[config.mk]
export PLATFORM = sky130hd
export DESIGN_NAME = regfile_sb
export DESIGN_NICKNAME = d
export VERILOG_FILES = /design/src/rtl/regfile_pkg.sv /design/src/rtl/regfile_scoreboard.sv /design/src/rtl/regfile_sb.sv
export SDC_FILE = /design/constraint.sdc
export NUM_CORES = 2
export LEC_CHECK = 0
export CAP_MARGIN = 20
export CORE_UTILIZATION = 55
export CTS_CLUSTER_SIZE = 14
export DETAILED_ROUTE_END_ITERATION = 8
export GPL_TIMING_DRIVEN = 1
export PLACE_DENSITY = 0.81
export SYNTH_ARGS = -nofsm -noshare
export SYNTH_HDL_FRONTEND = slang
export SYNTH_SLANG_ARGS = --single-unit
[constraint.sdc]
create_clock -name clk -period 2.5 [get_ports clk]
set_input_delay 0.375 -clock clk [delete_from_list [all_inputs] [get_ports clk]]
set_output_delay 0.375 -clock clk [all_outputs]
set_load 0.01 [all_outputs]
[src/rtl/regfile_pkg.sv]
// Shared constants and helpers for the regfile_sb register file and scoreboard.
// No logic; compile-time only.
// No flow control.
package regfile_pkg;

    localparam int XLEN_DEF  = 32;
    localparam int NREGS_DEF = 32;
    localparam int NRD_MAX   = 4;
    localparam int ZERO_REG  = 0;

    function automatic int clog2(input int value);
        int result;
        int v;
        result = 0;
        v      = value - 1;
        while (v > 0) begin
            result = result + 1;
            v      = v >> 1;
        end
        return result;
    endfunction

endpackage

[src/rtl/regfile_scoreboard.sv]
// Busy-bit scoreboard: one pending-write flag per register, register 0 never busy.
// Set/clear take effect at the next clk edge; busy_vec is a direct register output.
// No backpressure: set and clear are accepted every cycle.
module regfile_scoreboard
    import regfile_pkg::*;
#(
    parameter int NREGS = NREGS_DEF,
    parameter int AW    = clog2(NREGS)
) (
    input  logic             clk,
    input  logic             rst_n,
    input  logic             i_set_en,
    input  logic [AW-1:0]    i_set_addr,
    input  logic             i_clr_en,
    input  logic [AW-1:0]    i_clr_addr,
    output logic [NREGS-1:0] o_busy_vec
);

    localparam logic [AW-1:0] ZA = AW'(ZERO_REG);

    logic [NREGS-1:0] r_busy;
    logic [NREGS-1:0] w_set;
    logic [NREGS-1:0] w_clr;
    logic [NREGS-1:0] w_busy_nxt;

    always_comb begin
        w_set = '0;
        w_clr = '0;
        if (i_set_en && (i_set_addr != ZA)) begin
            w_set[i_set_addr] = 1'b1;
        end
        if (i_clr_en && (i_clr_addr != ZA)) begin
            w_clr[i_clr_addr] = 1'b1;
        end
        // Set is applied after clear so a back-to-back issue to the same
        // destination keeps the register pending.
        w_busy_nxt    = (r_busy & ~w_clr) | w_set;
        w_busy_nxt[0] = 1'b0;
    end

    always_ff @(posedge clk or negedge rst_n) begin
        if (!rst_n) begin
            r_busy <= '0;
        end else begin
            r_busy <= w_busy_nxt;
        end
    end

    assign o_busy_vec = r_busy;

endmodule

[src/rtl/regfile_sb.sv]
// Multi-read-port register file with hardwired zero register and busy scoreboard.
// Reads are combinational; writes land on the clk edge (same-cycle bypass with REGFILE_BYPASS_EN).
// No backpressure: every read, write and busy-set is accepted each cycle.
module regfile_sb
    import regfile_pkg::*;
#(
    parameter int XLEN  = XLEN_DEF,
    parameter int NREGS = NREGS_DEF,
    parameter int NRD   = 2,
    parameter int AW    = clog2(NREGS)
) (
    input  logic                clk,
    input  logic                rst_n,
    input  logic [NRD*AW-1:0]   rd_addr,
    output logic [NRD*XLEN-1:0] rd_data,
    output logic [NRD-1:0]      rd_busy,
    input  logic                wr_en,
    input  logic [AW-1:0]       wr_addr,
    input  logic [XLEN-1:0]     wr_data,
    input  logic                bs_en,
    input  logic [AW-1:0]       bs_addr,
    output logic [NREGS-1:0]    busy_vec
);

    localparam logic [AW-1:0] ZA = AW'(ZERO_REG);

    if ((NRD < 1) || (NRD > NRD_MAX)) begin : g_bad_nrd
        $error("regfile_sb: NRD out of range");
    end

    logic [XLEN-1:0]  r_rf [NREGS];
    logic [NREGS-1:0] w_busy_vec;
    logic             w_wr_ok;

    assign w_wr_ok = wr_en && (wr_addr != ZA);

    // Entry 0 is never written, so it holds its reset value of zero forever.
    always_ff @(posedge clk or negedge rst_n) begin
        if (!rst_n) begin
            for (int i = 0; i < NREGS; i++) begin
                r_rf[i] <= '0;
            end
        end else if (w_wr_ok) begin
            r_rf[wr_addr] <= wr_data;
        end
    end

    regfile_scoreboard #(
        .NREGS (NREGS),
        .AW    (AW)
    ) u_scoreboard (
        .clk        (clk),
        .rst_n      (rst_n),
        .i_set_en   (bs_en),
        .i_set_addr (bs_addr),
        .i_clr_en   (wr_en),
        .i_clr_addr (wr_addr),
        .o_busy_vec (w_busy_vec)
    );

    assign busy_vec = w_busy_vec;

    for (genvar g = 0; g < NRD; g++) begin : g_rd
        logic [AW-1:0] w_ra;
        assign w_ra = rd_addr[g*AW +: AW];
`ifdef REGFILE_BYPASS_EN
        logic w_hit;
        assign w_hit = w_wr_ok && (w_ra == wr_addr);
        assign rd_data[g*XLEN +: XLEN] = w_hit ? wr_data : r_rf[w_ra];
        assign rd_busy[g] = w_hit ? (bs_en && (bs_addr == wr_addr)) : w_busy_vec[w_ra];
`else
        assign rd_data[g*XLEN +: XLEN] = r_rf[w_ra];
        assign rd_busy[g] = w_busy_vec[w_ra];
`endif
    end

endmodule
Yosys cells after proc, flatten, opt, wreduce, memory -nomap -nowiden
Index checks and enable logic that the tools add are counted.

word-level totals
  input bits = 56
  output and inout port bits = 98
  flip-flop bits (word level) = 1055

operators by class
  reduce and logical (&&, ||, !) cells = 7
  $lt $le $gt $ge = 10
  bitwise operators = 6
  mux-type cells = 19

operators with widths
  kind                                                                                  count
  1024-bit bitwise mux                                                                  1
  32-bit binary-select mux with 5-bit select                                            2
  32-bit two-way mux                                                                    7
  32-bit demux with 5-bit select                                                        1
  32-bit bitwise AND                                                                    1
  32-bit inverter                                                                       1
  32-bit OR                                                                             1
  5-bit by 6-bit < comparator with 1-bit output (second input constant)                 4
  6-bit greater-or-equal comparator (second input constant)                             3
  5-bit inverter with 6-bit output                                                      3
  1-bit binary-select mux with 5-bit select                                             2
  1-bit demux with 5-bit select                                                         2
  5-bit by 1-bit greater-or-equal comparator with 1-bit output (second input constant)  2
  5-bit nonzero test                                                                    2
  6-bit by 1-bit < comparator with 1-bit output (second input constant)                 1
  1-bit logical AND                                                                     5
  1-bit two-way mux                                                                     4

Longest topological paths before layout
  word-level depth = 8
  mapped depth = 7
  depth with buffers taken out = 4

Hierarchy
Synthesis repeated with hierarchy kept, for this count alone.

second synthesis, totals
  cells, all modules = 4810
  area total of the unflattened synthesis = 57831.7 um^2

by module, submodules not included
  module              seq. area each (um^2)  instances  area an instance (um^2)  cells an instance
  regfile_sb          25624.6                1          56515.5                  4679
  regfile_scoreboard  775.7                  1          1316.3                   131

Worst setup path before layout
OpenSTA, ideal clock, no wires.

  kind = input-to-output
  from = input rd_addr[6]
  to = output rd_busy[1]
  path slack = 430 ps
  required time = 2125 ps
  stages = 7
  data arrival time = 1695 ps
  path through = buf_4 buf_6 buf_6 mux2_2 or3_1 nand4_1 nand4_1

between the ends
  longest elaborated chain between the ends = 2

ends and longest elaborated chain
  item                                       RTL line          RTL
  from (decl)                                regfile_sb.sv:14  input logic [NRD*AW-1:0] rd_addr,
  1-bit binary-select mux with 5-bit select  regfile_sb.sv:73  assign rd_busy[g] = w_busy_vec[w_ra];
  1-bit two-way mux (implied by the code)    regfile_sb.sv:73
  to (decl)                                  regfile_sb.sv:16  output logic [NRD-1:0] rd_busy,

No other way between the ends. The select of a mux whose other input is x is not followed.

Final worst setup path
  from = register u_scoreboard.r_busy[29], in the netlist u_scoreboard.o_busy_vec[29]
  to = output rd_busy[1]

between the ends
  longest elaborated chain between the ends = 2

ends and longest elaborated chain
  item                                       RTL line                  RTL
  from (decl)                                regfile_scoreboard.sv:21  logic [NREGS-1:0] r_busy;
  from (signal assigned)                     regfile_scoreboard.sv:45  r_busy <= w_busy_nxt;
  1-bit binary-select mux with 5-bit select  regfile_sb.sv:73
  1-bit two-way mux (implied by the code)    regfile_sb.sv:73

No other way between the ends. The select of a mux whose other input is x is not followed.

==> metrics.txt <==
Die Height 317.3 um; clock buffer depth 3; Post-synth top flop dfrtp_1; final wirelength 203,200 um; register-to-register setup slack 1430 ps; GRT overflow 0; Root Driver clkbuf_16; layout cells sized above 1 66.75%; share of Yosys cell area claimed by the top area cell type 48.28%; number of DRC markers after the initial detailed-route iteration 5,563; vias in the first global route 41,378; RSZ-0062 raised after global routing true; CP endpoint kind primary output; vias post-DR 40,658; Util after Layout 70.08%; Rows 115; post-synthesis cell area 54,680 um^2; Max Cap Viol 0; commonest non-fill, non-tap cells in the layout dfrtp_1 (1,052), mux2_2 (974), mux4_2 (521), buf_4 (350), buf_12 (158); static leakage 29.63 nW; die footprint 100,700 um^2; number of synthesized register bits 1,055; YS warnings 0; Crit path largest cell delay 490 ps; Async S/R FF share, synth 100.0%; fin crit period 2963 ps; crit path to rd_busy[1]; Power Density 782.3 nW/um^2; most common library cell in the layout ignoring fill and taps dfrtp_1; post-synthesis sequential area ratio 48.28%; post-synthesis net count 3,524; nets 3,959; TritonCTS Sinks 1,055; CP Launch Point u_scoreboard.o_busy_vec[29]; Worst VDD drop 0.5810 mV; IO Pins 154; Syn-to-layout area delta 26.13%; Setup crit start kind register; Worst-path clk slew 70 ps; Final Hold Fails 0; via/cell ratio 7.695; worst skew pair latency 730 ps; initial antenna violation count 11; Initial Util 55.56%; clock skew after layout 0 ps; largest net degree at the start of global routing 125; Pins Over Slew Limit 0; Cell Chain, Critical Path mux4_2 > a41oi_1 > nand4_1 > buf_2; setup ws final -463.1 ps; Least-Margin Pin Slew 753.5 ps; cells after synthesis 3,468; R2R Path End u_scoreboard.o_busy_vec[9]; Worst Path Max Fanout 4; hold slack 151.1 ps; Avg Cell Area, Syn 15.77 um^2; Critical Path RT 2120 ps; first-pass GRT wire length 282,200 um; worst reg2reg startpoint u_scoreboard.o_busy_vec[9]; CTS H-tree depth 3; min-delay worst type input port to async pin; count of buffers from port buffering 152; routed length per instance 38.46 um; CTS tree done; core area 98,420 um^2; crit path kind register to primary output; Worst path slowest cell mux4_2; drc violations 0; Post-synth EDFFs 0; Routed Antenna Nets 0; CTS Buf Count 106; synth unique cells 48; Peak Freq 337.5 MHz; relative slew slack 49.77%; first-pass iteration count of the detailed router 8; Synth area leader dfrtp_1; CP arrival 2590 ps; GPL Wtd Cong 0.9602; failing checks negative setup slack; Final Cycle Share 118.5%; chip width 317.3 um; DPL Wire Length 109,400 um; Total GRT Usage 38.72%; top cells by area, synth dfrtp_1 (48%), mux4_2 (21%), mux2_2 (20%), o22ai_1 (3.0%), clkbuf_1 (1.3%); outcome finished with violations; R2R depth 4; Tot Pwr 53.95 mW; endpoints failing setup 42
## sequential cells by signal (all words and copies together) (netlist names)
name	cells
u_scoreboard.o_busy_vec	31
r_rf	1024
## worst min path at each step
stage                      from        end  slack [ps]  depth (start not counted)
after detailed placement  rst_n  r_rf[992]         310                          1
after global placement    rst_n  r_rf[928]         310                          1
after CTS                 rst_n  r_rf[608]         170                          2
final                     rst_n  r_rf[928]         150                          2
after global routing      rst_n  r_rf[608]         200                          2
after floorplan           rst_n    r_rf[0]          80                          0
## worst max-delay path, delay by kind of cell (launching register included)
kind	cells	cell delay, ps
compound gates	1	240
buf+inv	1	290
flops	1	460
mux	1	490
simple gates	1	380
## power breakdown
group / total, mW / leakage, nW / internal [mW] / switching [mW]
logic: 13.6 / 14.3 / 7.81 / 5.81
clock network: 16.9 / 1.80 / 9.53 / 7.39
registers: 23.4 / 13.5 / 20.3 / 3.06
## cells by family (layout without fill, tap and decap cells)
kind of cell	after synthesis	count (layout)	synth area share (%)
flops	1055	1055	48.28
simple gates	167	167	1.947
buf+inv	411	934	4.045
other cells	1	7	0.006858
compound gates	311	311	3.636
mux	1523	1523	42.09
## per-stage QoR
step                      worst slack, ps  instances  setup TNS, ps  instance area, um^2
after floorplan                     429.8       3468              0                54680
after global placement              -1305       4930         -57920                60850
after detailed placement            -1304       4930         -68380                60850
after CTS                          -462.0       5240          -2818                68010
after global routing               -390.9       5279          -3827                68960
final                              -463.1       5284          -3609                68970
## repair_timing
item                                   in CTS  in global routing
pin swaps                                 100                 82
setup endpoints to repair                  66                 58
cloned                                     10                  1
hold buffers                                1                  0
resized for setup                         701                125
buffers inserted                          147                 59
endpoints found under the hold margin     122                  0
## layer usage
layer / global-route usage, % / vias up / part of all wire (%)
met5: 0 / - / 0.069
met2: 57.26 / 3930 / 44
met4: 24.95 / 14 / 9.1
met3: 14.99 / 1347 / 15
met1: 47.70 / 20785 / 32
li1: - / 14582 / -
## layout make-up
class	instances	area (um^2)
fill	5507	29450
tap	1287	1610
antenna	6	15.01
inverter	6	26.28
clock inverter	54	571.8
multi-input combinational	2002	28870
sequential	1055	26400
timing repair buffer	732	8424
clock buffer	142	3052
## cells in the mapped netlist, types with 3 or more instances
cell and count:
a22o_1 11, dfrtp_1 1055, mux4_2 521, buf_2 114, inv_1 6, buf_4 64
nand2b_1 6, nand2_2 3, buf_6 38, o2111ai_1 5, nor3b_2 3, mux2_2 975
nand2_1 28, nor3_1 3, nor2b_1 6, a32o_1 4, nor3b_1 3, clkbuf_1 187
nor2_1 10, mux2i_1 3, nor4_1 64, nand4b_1 3, or3_1 3, nor2_2 6
mux2_1 24, nand3b_1 6, o21ai_0 23, o22ai_1 260, nand4_1 4, nand3_1 4
nor2_4 3
(Power assumes the default switching activity.)
